**src/rtl/lc3_pkg.sv**
```systemverilog
// Shared LC-3 definitions: opcode encodings and the fetch/decode FSM state type.
package lc3_pkg;

    localparam logic [3:0] OP_BR   = 4'b0000;
    localparam logic [3:0] OP_ADD  = 4'b0001;
    localparam logic [3:0] OP_LD   = 4'b0010;
    localparam logic [3:0] OP_ST   = 4'b0011;
    localparam logic [3:0] OP_JSR  = 4'b0100;
    localparam logic [3:0] OP_AND  = 4'b0101;
    localparam logic [3:0] OP_LDR  = 4'b0110;
    localparam logic [3:0] OP_STR  = 4'b0111;
    localparam logic [3:0] OP_RTI  = 4'b1000;
    localparam logic [3:0] OP_NOT  = 4'b1001;
    localparam logic [3:0] OP_LDI  = 4'b1010;
    localparam logic [3:0] OP_STI  = 4'b1011;
    localparam logic [3:0] OP_JMP  = 4'b1100;
    localparam logic [3:0] OP_RES  = 4'b1101;
    localparam logic [3:0] OP_LEA  = 4'b1110;
    localparam logic [3:0] OP_TRAP = 4'b1111;

    typedef enum logic [1:0] {
        ST_IDLE  = 2'd0,
        ST_FETCH = 2'd1,
        ST_HOLD  = 2'd2
    } fetch_state_e;

endpackage

```
**src/rtl/ir_fetch_decode_if.sv**
```systemverilog
// Fetch request, memory read bus and decoded-instruction handshake of ir_fetch_decode.
interface ir_fetch_decode_if;
    logic        fetch_req;
    logic [15:0] pc;
    logic [15:0] mem_addr;
    logic        mem_rd;
    logic [15:0] mem_rdata;
    logic        mem_ready;
    logic [15:0] ir;
    logic [3:0]  opcode;
    logic [2:0]  dr;
    logic [2:0]  nzp;
    logic [2:0]  sr1;
    logic [2:0]  sr2;
    logic        imm_flag;
    logic [4:0]  imm5;
    logic [5:0]  offset6;
    logic [8:0]  pcoffset9;
    logic [10:0] pcoffset11;
    logic [7:0]  trapvect8;
    logic        dec_valid;
    logic        dec_ready;
    logic        busy;
    logic        fetch_err;

    modport slave (
        input  fetch_req, pc, mem_rdata, mem_ready, dec_ready,
        output mem_addr, mem_rd, ir, opcode, dr, nzp, sr1, sr2, imm_flag,
               imm5, offset6, pcoffset9, pcoffset11, trapvect8,
               dec_valid, busy, fetch_err
    );

    modport master (
        output fetch_req, pc, mem_rdata, mem_ready, dec_ready,
        input  mem_addr, mem_rd, ir, opcode, dr, nzp, sr1, sr2, imm_flag,
               imm5, offset6, pcoffset9, pcoffset11, trapvect8,
               dec_valid, busy, fetch_err
    );
endinterface

```
**src/rtl/ir_field_split.sv**
```systemverilog
// Purpose: slice an LC-3 instruction word into its raw (unextended) fields.
// Latency: purely combinational, zero cycles.
// Backpressure: none; outputs follow ir regardless of any valid qualifier.
module ir_field_split (
    input  logic [15:0] ir,
    output logic [3:0]  opcode,
    output logic [2:0]  dr,
    output logic [2:0]  nzp,
    output logic [2:0]  sr1,
    output logic [2:0]  sr2,
    output logic        imm_flag,
    output logic [4:0]  imm5,
    output logic [5:0]  offset6,
    output logic [8:0]  pcoffset9,
    output logic [10:0] pcoffset11,
    output logic [7:0]  trapvect8
);
    // dr and nzp share bits 11:9; which one applies depends on the opcode downstream.
    assign opcode     = ir[15:12];
    assign dr         = ir[11:9];
    assign nzp        = ir[11:9];
    assign sr1        = ir[8:6];
    assign sr2        = ir[2:0];
    assign imm_flag   = ir[5];
    assign imm5       = ir[4:0];
    assign offset6    = ir[5:0];
    assign pcoffset9  = ir[8:0];
    assign pcoffset11 = ir[10:0];
    assign trapvect8  = ir[7:0];
endmodule

```
**src/rtl/ir_fetch_decode.sv**
```systemverilog
// Purpose: fetch one instruction word from memory into ir and present its decoded fields.
// Latency: 1 cycle from mem_ready to dec_valid; timeout after MEM_TIMEOUT+1 unanswered FETCH cycles.
// Backpressure: ir/dec_valid hold until dec_ready; a new fetch may start in the same cycle it is taken.
module ir_fetch_decode
    import lc3_pkg::*;
#(
    parameter int MEM_TIMEOUT = 15
) (
    input  logic               clk,
    input  logic               rst,
    ir_fetch_decode_if.slave   bus
);
    localparam int CNT_W = (MEM_TIMEOUT < 2) ? 1 : $clog2(MEM_TIMEOUT + 1);
    localparam logic [CNT_W-1:0] CNT_MAX = CNT_W'(MEM_TIMEOUT);

    fetch_state_e     state_q, state_d;
    logic [15:0]      mem_addr_q, mem_addr_d;
    logic             mem_rd_q, mem_rd_d;
    logic [15:0]      ir_q, ir_d;
    logic             dec_valid_q, dec_valid_d;
    logic             fetch_err_q, fetch_err_d;
    logic [CNT_W-1:0] wait_cnt_q, wait_cnt_d;

    always_comb begin
        state_d     = state_q;
        mem_addr_d  = mem_addr_q;
        mem_rd_d    = mem_rd_q;
        ir_d        = ir_q;
        dec_valid_d = dec_valid_q;
        fetch_err_d = 1'b0;
        wait_cnt_d  = wait_cnt_q;

        case (state_q)
            ST_IDLE: begin
                if (bus.fetch_req) begin
                    mem_addr_d = bus.pc;
                    mem_rd_d   = 1'b1;
                    wait_cnt_d = '0;
                    state_d    = ST_FETCH;
                end
            end
            ST_FETCH: begin
                // Data arriving in the timeout cycle still wins over the error.
                if (bus.mem_ready) begin
                    ir_d        = bus.mem_rdata;
                    mem_rd_d    = 1'b0;
                    dec_valid_d = 1'b1;
                    state_d     = ST_HOLD;
                end else if (wait_cnt_q == CNT_MAX) begin
                    fetch_err_d = 1'b1;
                    mem_rd_d    = 1'b0;
                    state_d     = ST_IDLE;
                end else begin
                    wait_cnt_d = wait_cnt_q + CNT_W'(1);
                end
            end
            ST_HOLD: begin
                if (bus.dec_ready) begin
                    dec_valid_d = 1'b0;
                    if (bus.fetch_req) begin
                        mem_addr_d = bus.pc;
                        mem_rd_d   = 1'b1;
                        wait_cnt_d = '0;
                        state_d    = ST_FETCH;
                    end else begin
                        state_d = ST_IDLE;
                    end
                end
            end
            default: begin
                state_d     = ST_IDLE;
                mem_rd_d    = 1'b0;
                dec_valid_d = 1'b0;
            end
        endcase
    end

    always_ff @(posedge clk) begin
        if (rst) begin
            state_q     <= ST_IDLE;
            mem_addr_q  <= '0;
            mem_rd_q    <= 1'b0;
            ir_q        <= '0;
            dec_valid_q <= 1'b0;
            fetch_err_q <= 1'b0;
            wait_cnt_q  <= '0;
        end else begin
            state_q     <= state_d;
            mem_addr_q  <= mem_addr_d;
            mem_rd_q    <= mem_rd_d;
            ir_q        <= ir_d;
            dec_valid_q <= dec_valid_d;
            fetch_err_q <= fetch_err_d;
            wait_cnt_q  <= wait_cnt_d;
        end
    end

    assign bus.mem_addr  = mem_addr_q;
    assign bus.mem_rd    = mem_rd_q;
    assign bus.ir        = ir_q;
    assign bus.dec_valid = dec_valid_q;
    assign bus.fetch_err = fetch_err_q;
    assign bus.busy      = (state_q == ST_FETCH) || (state_q == ST_HOLD);

    ir_field_split u_split (
        .ir         (ir_q),
        .opcode     (bus.opcode),
        .dr         (bus.dr),
        .nzp        (bus.nzp),
        .sr1        (bus.sr1),
        .sr2        (bus.sr2),
        .imm_flag   (bus.imm_flag),
        .imm5       (bus.imm5),
        .offset6    (bus.offset6),
        .pcoffset9  (bus.pcoffset9),
        .pcoffset11 (bus.pcoffset11),
        .trapvect8  (bus.trapvect8)
    );
endmodule

```
**src/flat_wrapper.sv**
```systemverilog
// flat-port wrapper written by rule: the top's interface ports become plain ports
module ir_fetch_decode_flat import lc3_pkg::*;
#(
    parameter int MEM_TIMEOUT = 15
)
  (clk, rst, bus_fetch_req, bus_pc, bus_mem_rdata, bus_mem_ready, bus_dec_ready, bus_mem_addr, bus_mem_rd, bus_ir, bus_opcode, bus_dr, bus_nzp, bus_sr1, bus_sr2, bus_imm_flag, bus_imm5, bus_offset6, bus_pcoffset9, bus_pcoffset11, bus_trapvect8, bus_dec_valid, bus_busy, bus_fetch_err);
  ir_fetch_decode_if bus_i ();
  input  logic clk;
  input  logic rst;
  input wire logic [$bits(bus_i.fetch_req)-1:0] bus_fetch_req;
  input wire logic [$bits(bus_i.pc)-1:0] bus_pc;
  input wire logic [$bits(bus_i.mem_rdata)-1:0] bus_mem_rdata;
  input wire logic [$bits(bus_i.mem_ready)-1:0] bus_mem_ready;
  input wire logic [$bits(bus_i.dec_ready)-1:0] bus_dec_ready;
  output wire logic [$bits(bus_i.mem_addr)-1:0] bus_mem_addr;
  output wire logic [$bits(bus_i.mem_rd)-1:0] bus_mem_rd;
  output wire logic [$bits(bus_i.ir)-1:0] bus_ir;
  output wire logic [$bits(bus_i.opcode)-1:0] bus_opcode;
  output wire logic [$bits(bus_i.dr)-1:0] bus_dr;
  output wire logic [$bits(bus_i.nzp)-1:0] bus_nzp;
  output wire logic [$bits(bus_i.sr1)-1:0] bus_sr1;
  output wire logic [$bits(bus_i.sr2)-1:0] bus_sr2;
  output wire logic [$bits(bus_i.imm_flag)-1:0] bus_imm_flag;
  output wire logic [$bits(bus_i.imm5)-1:0] bus_imm5;
  output wire logic [$bits(bus_i.offset6)-1:0] bus_offset6;
  output wire logic [$bits(bus_i.pcoffset9)-1:0] bus_pcoffset9;
  output wire logic [$bits(bus_i.pcoffset11)-1:0] bus_pcoffset11;
  output wire logic [$bits(bus_i.trapvect8)-1:0] bus_trapvect8;
  output wire logic [$bits(bus_i.dec_valid)-1:0] bus_dec_valid;
  output wire logic [$bits(bus_i.busy)-1:0] bus_busy;
  output wire logic [$bits(bus_i.fetch_err)-1:0] bus_fetch_err;
  assign bus_i.fetch_req = bus_fetch_req;
  assign bus_i.pc = bus_pc;
  assign bus_i.mem_rdata = bus_mem_rdata;
  assign bus_i.mem_ready = bus_mem_ready;
  assign bus_i.dec_ready = bus_dec_ready;
  assign bus_mem_addr = bus_i.mem_addr;
  assign bus_mem_rd = bus_i.mem_rd;
  assign bus_ir = bus_i.ir;
  assign bus_opcode = bus_i.opcode;
  assign bus_dr = bus_i.dr;
  assign bus_nzp = bus_i.nzp;
  assign bus_sr1 = bus_i.sr1;
  assign bus_sr2 = bus_i.sr2;
  assign bus_imm_flag = bus_i.imm_flag;
  assign bus_imm5 = bus_i.imm5;
  assign bus_offset6 = bus_i.offset6;
  assign bus_pcoffset9 = bus_i.pcoffset9;
  assign bus_pcoffset11 = bus_i.pcoffset11;
  assign bus_trapvect8 = bus_i.trapvect8;
  assign bus_dec_valid = bus_i.dec_valid;
  assign bus_busy = bus_i.busy;
  assign bus_fetch_err = bus_i.fetch_err;
  ir_fetch_decode #(.MEM_TIMEOUT(MEM_TIMEOUT)) u_core (.clk(clk), .rst(rst), .bus(bus_i));
endmodule
```
**config.mk**
```make
export PLATFORM = sky130hd
export DESIGN_NAME = ir_fetch_decode_flat
export DESIGN_NICKNAME = d
export VERILOG_FILES = /design/src/rtl/lc3_pkg.sv /design/src/rtl/ir_fetch_decode_if.sv /design/src/rtl/ir_field_split.sv /design/src/rtl/ir_fetch_decode.sv /design/src/flat_wrapper.sv
export SDC_FILE = /design/constraint.sdc
export NUM_CORES = 1
export LEC_CHECK = 0
export CAP_MARGIN = 30
export CORE_MARGIN = 1.5
export CORE_UTILIZATION = 33
export CTS_CLUSTER_DIAMETER = 60
export DETAILED_ROUTE_END_ITERATION = 10
export PLACE_DENSITY = 0.82
export SLEW_MARGIN = 20
export SYNTH_ARGS = -nofsm -noshare
export SYNTH_HDL_FRONTEND = slang
export SYNTH_SLANG_ARGS = --single-unit
```
**constraint.sdc**
```tcl
create_clock -name clk -period 2.1 [get_ports clk]
set_clock_uncertainty 0.15 [all_clocks]
set_input_delay 0.21 -clock clk [delete_from_list [all_inputs] [get_ports clk]]
set_output_delay 0.21 -clock clk [all_outputs]
set_load 0.005 [all_outputs]
```
==> run_results.csv <==
group,metric,value,unit
layout,final_layout_size_suffix_gt1_frac,0.0839,
detailed_routing,wl,4880,um
synth,synth_xor_area_frac,0,
sta,hold_viol,0,
worst_setup_path,critical-path-max-stage-delay,0.52,ns
worst_setup_path,critPathRequiredTime,2.17,ns
synth,synth_warnings,0,
grt,grt_pass1_wl,7270,um
place,numPortBuffers,128,
synth,synth_top_family_by_area,"buffers and inverters",
floorplan,initial_core_util,0.347,
detailed_routing,ant_nets,0,
layout,diodes,0,
grt,grt_overflow_total,0,
layout,final_net_count,365,
place,gp_congestion,0.827,
synth,mappedNetlistArea,0.00208,mm^2
detailed_routing,drt-pass1-iter-count,4,
pwr,switching_share,0.280,
synth,syn_avg_cell_area,8.56,um^2
pwr,p_seq_frac,0.419,
synth,synthSimpleGateAreaFrac,0.156,
worst_setup_path,endpoint_kind,"flip-flop",
sta,setup_viol,0,
detailed_routing,drt_iter0_drc,56,
layout,layout_commonest_cell,"clkdlybuf4s50_1",
floorplan,die_height,82.4,um
clock_network,clockBufferDepth,2,
layout,area_growth_syn_to_layout,55.3,%
synth,yosys-top-cells-area,"dfxtp_1 39%, buf_4 20%, mux2i_1 8.7%, nand2_1 6.5%, a21oi_1 5.1%",
worst_setup_path,cp.arrival,2.10,ns
synth,ys_seq_area_frac,0.394,
clock_network,clock-sinks,41,
floorplan,dieWidth,82.4,um
pwr,p_comb_frac,0.363,
clock_network,htree_levels,2,
layout,fillers,527,
synth,async_flop_share,0,
clock_network,cts_made_buffers,5,
pwr,ir_worst_vdd,0.379,mV
clock_network,cts_tree,"built",
synth,syn_nets,287,
worst_setup_path,ff2ff_path_depth,6,
synth,synth_ff_type,"dfxtp_1",
sta,fmax,0.493,GHz
min_path,hold_depth,2,
worst_setup_path,crit_fanout,5,
pwr,p_switching,620,uW
layout,layout_common_cells,"128 x clkdlybuf4s50_1, 39 x dfxtp_1, 36 x nand2_1",
worst_setup_path,cp_cell_sequence,"inv_2, ha_4, and4_1, or3_4, or4_4, a21oi_2",
sta,drv_slew,0,
sta,worst_pin_slew,0.384,ns
clock_network,clockRootBuffer,"clkbuf_8",
grt,grt_usage,0.140,
pwr,total_power,2210,uW
pwr,clkPwrFrac,0.218,
sta,fin_tns_setup,0,ns
synth,synth_fa_ha_area_frac,0.0421,
floorplan,core_area,0.00599,mm^2
worst_setup_path,critPathLaunchType,"flip-flop",
grt,antenna_found_initial,0,
detailed_routing,drcViolationCount,0,
synth,synthDominantCellAreaShare,0.394,
synth,synth_cells,243,
layout,final_core_util,0.539,
run_status,status,"finished clean",
sta,slew_headroom,0.744,
floorplan,die_area,0.00679,mm^2
sta,hold_ws,0.312,ns
sta,fin_crit_sh,0.966,
min_path,hp-class,"reg -> reg",
run,drv_cap,0,
place,hpwlAfterDp,3600,um
worst_setup_path,path_depth,6,
pwr,leakagePower,0.00123,uW
synth,ys_seq_elements,41,
pwr,cellPowerDensity,684,mW/mm^2
worst_setup_path,worstSetupPathType,"reg -> reg",
worst_setup_path,crit_slowest_cell,"or4_4",
synth,synthMuxAreaShare,0.0920,
synth,synth-compound-area-share,0.0884,
grt,grt_max_degree,42,
floorplan,rows,28,
worst_setup_path,critPathTopFamily,"simple AND/OR/NAND/NOR gates",
synth,synth_top_area_cell,"dfxtp_1",
detailed_routing,avgViaCountPerCell,4.56,
floorplan,ioPinCount,129,
synth,synth-edff-count,0,
synth,synth_cell_types,30,
pwr,intPower,1590,uW
clock_network,cts.clk_slew.worst_paths,0.07,ns
clock_network,clk_latency,0.28,ns
sta,fin_crit,2.03,ns
detailed_routing,post_drt_wl_per_cell,12.3,um
worst_setup_path,crit_buf_inv,1,
grt,grt_pass1_vias,1638,
sta,rsz0062_at_grt,"true",
clock_network,cts_hold_buf,0,
detailed_routing,route.vias.total,1809,
## path summary, 6_finish.rpt
| path | start | endpoint | slack [ns] |
|---|---|---|---|
| worst max-delay path | u_core.state_q[1] | u_core.wait_cnt_q[2] | 0.07 |
| worst min-delay path | u_core.bus.mem_rd | u_core.bus.mem_rd | 0.31 |
| worst min register to register | u_core.bus.mem_rd | u_core.bus.mem_rd | 0.31 |
| worst max register to register | u_core.state_q[1] | u_core.wait_cnt_q[2] | 0.07 |
## cell families (layout without fill, tap and decap cells)
logic type	Yosys count	count (layout)
AOI/OAI and AO/OA	32	32
adders and majority gates	7	7
buffers and inverters	69	148
DFF	41	41
muxes	19	19
and+or+nand+nor	75	75
## power groups by stage
stage	Combinational, uW	Sequential (uW)	Clock (uW)
floorplan	436	939	0
global placement	782	936	0
detailed placement	799	942	0
CTS	806	926	509
global route	888	940	545
finish	803	926	481
## timing repair
action / CTS / global route
hold endpoints to repair: 0 / 0
setup endpoints to repair: 2 / 5
resized for setup: 2 / 9
pin swaps: 0 / 3
setup buffers: 0 / 0
## layer usage
layer | vias up | global-route usage | part of all wire
met3 | 4 | 0.0396 | 0.096
met5 | - | 0 | 0
li1 | 896 | - | -
met4 | 0 | 0.0458 | 0.0059
met1 | 826 | 0.143 | 0.39
met2 | 83 | 0.268 | 0.51
## synthesized netlist by cell type (2+ instances only)
master	instances
buf_4	56
dfxtp_1	41
nand2_1	36
nor2_1	22
a21oi_1	21
mux2i_1	18
ha_1	7
clkbuf_1	6
inv_1	4
nand3_1	3
nor2b_1	3
o21ai_0	3
or3_1	3
buf_2	2
nand2b_1	2
or4_1	2
## worst register-to-register path: cells and delay by family, from the launching register on
family	cells	cell delay (ns)
AO/OA/AOI/OAI	1	0.12
adder cells (fa/ha/maj)	1	0.17
buffers and inverters	1	0.06
flip-flops	1	0.37
AND/OR/NAND/NOR	3	1.10
## sequential cells by signal, indices dropped and copies added (netlist names)
signal,count
u_core.bus.dec_valid,1
u_core.bus.fetch_err,1
u_core.bus.ir,16
u_core.bus.mem_addr,16
u_core.bus.mem_rd,1
u_core.state_q,2
u_core.wait_cnt_q,4
## area by class of cell
cell class / instances / area, um^2 / share of cell area
tap: 75 / 93.8 / 0.0290
inverter: 4 / 15.0 / 0.00465
sequential: 41 / 828 / 0.256
clock buffer: 8 / 80.1 / 0.0248
timing repair buffer: 136 / 1370 / 0.423
multi-input combinational: 133 / 847 / 0.262
## per-stage QoR
step	cells	setup WS, ns	cell area (um^2)
6_report	397	0.0712	3230
5_1_grt	397	0.00146	3230
4_1_cts	397	0.0151	3200
3_5_place_dp	389	-0.0265	3110
3_3_place_gp	389	0.0767	3110
2_1_floorplan	243	0.00313	2110
Power figures use the tool's default switching activity.
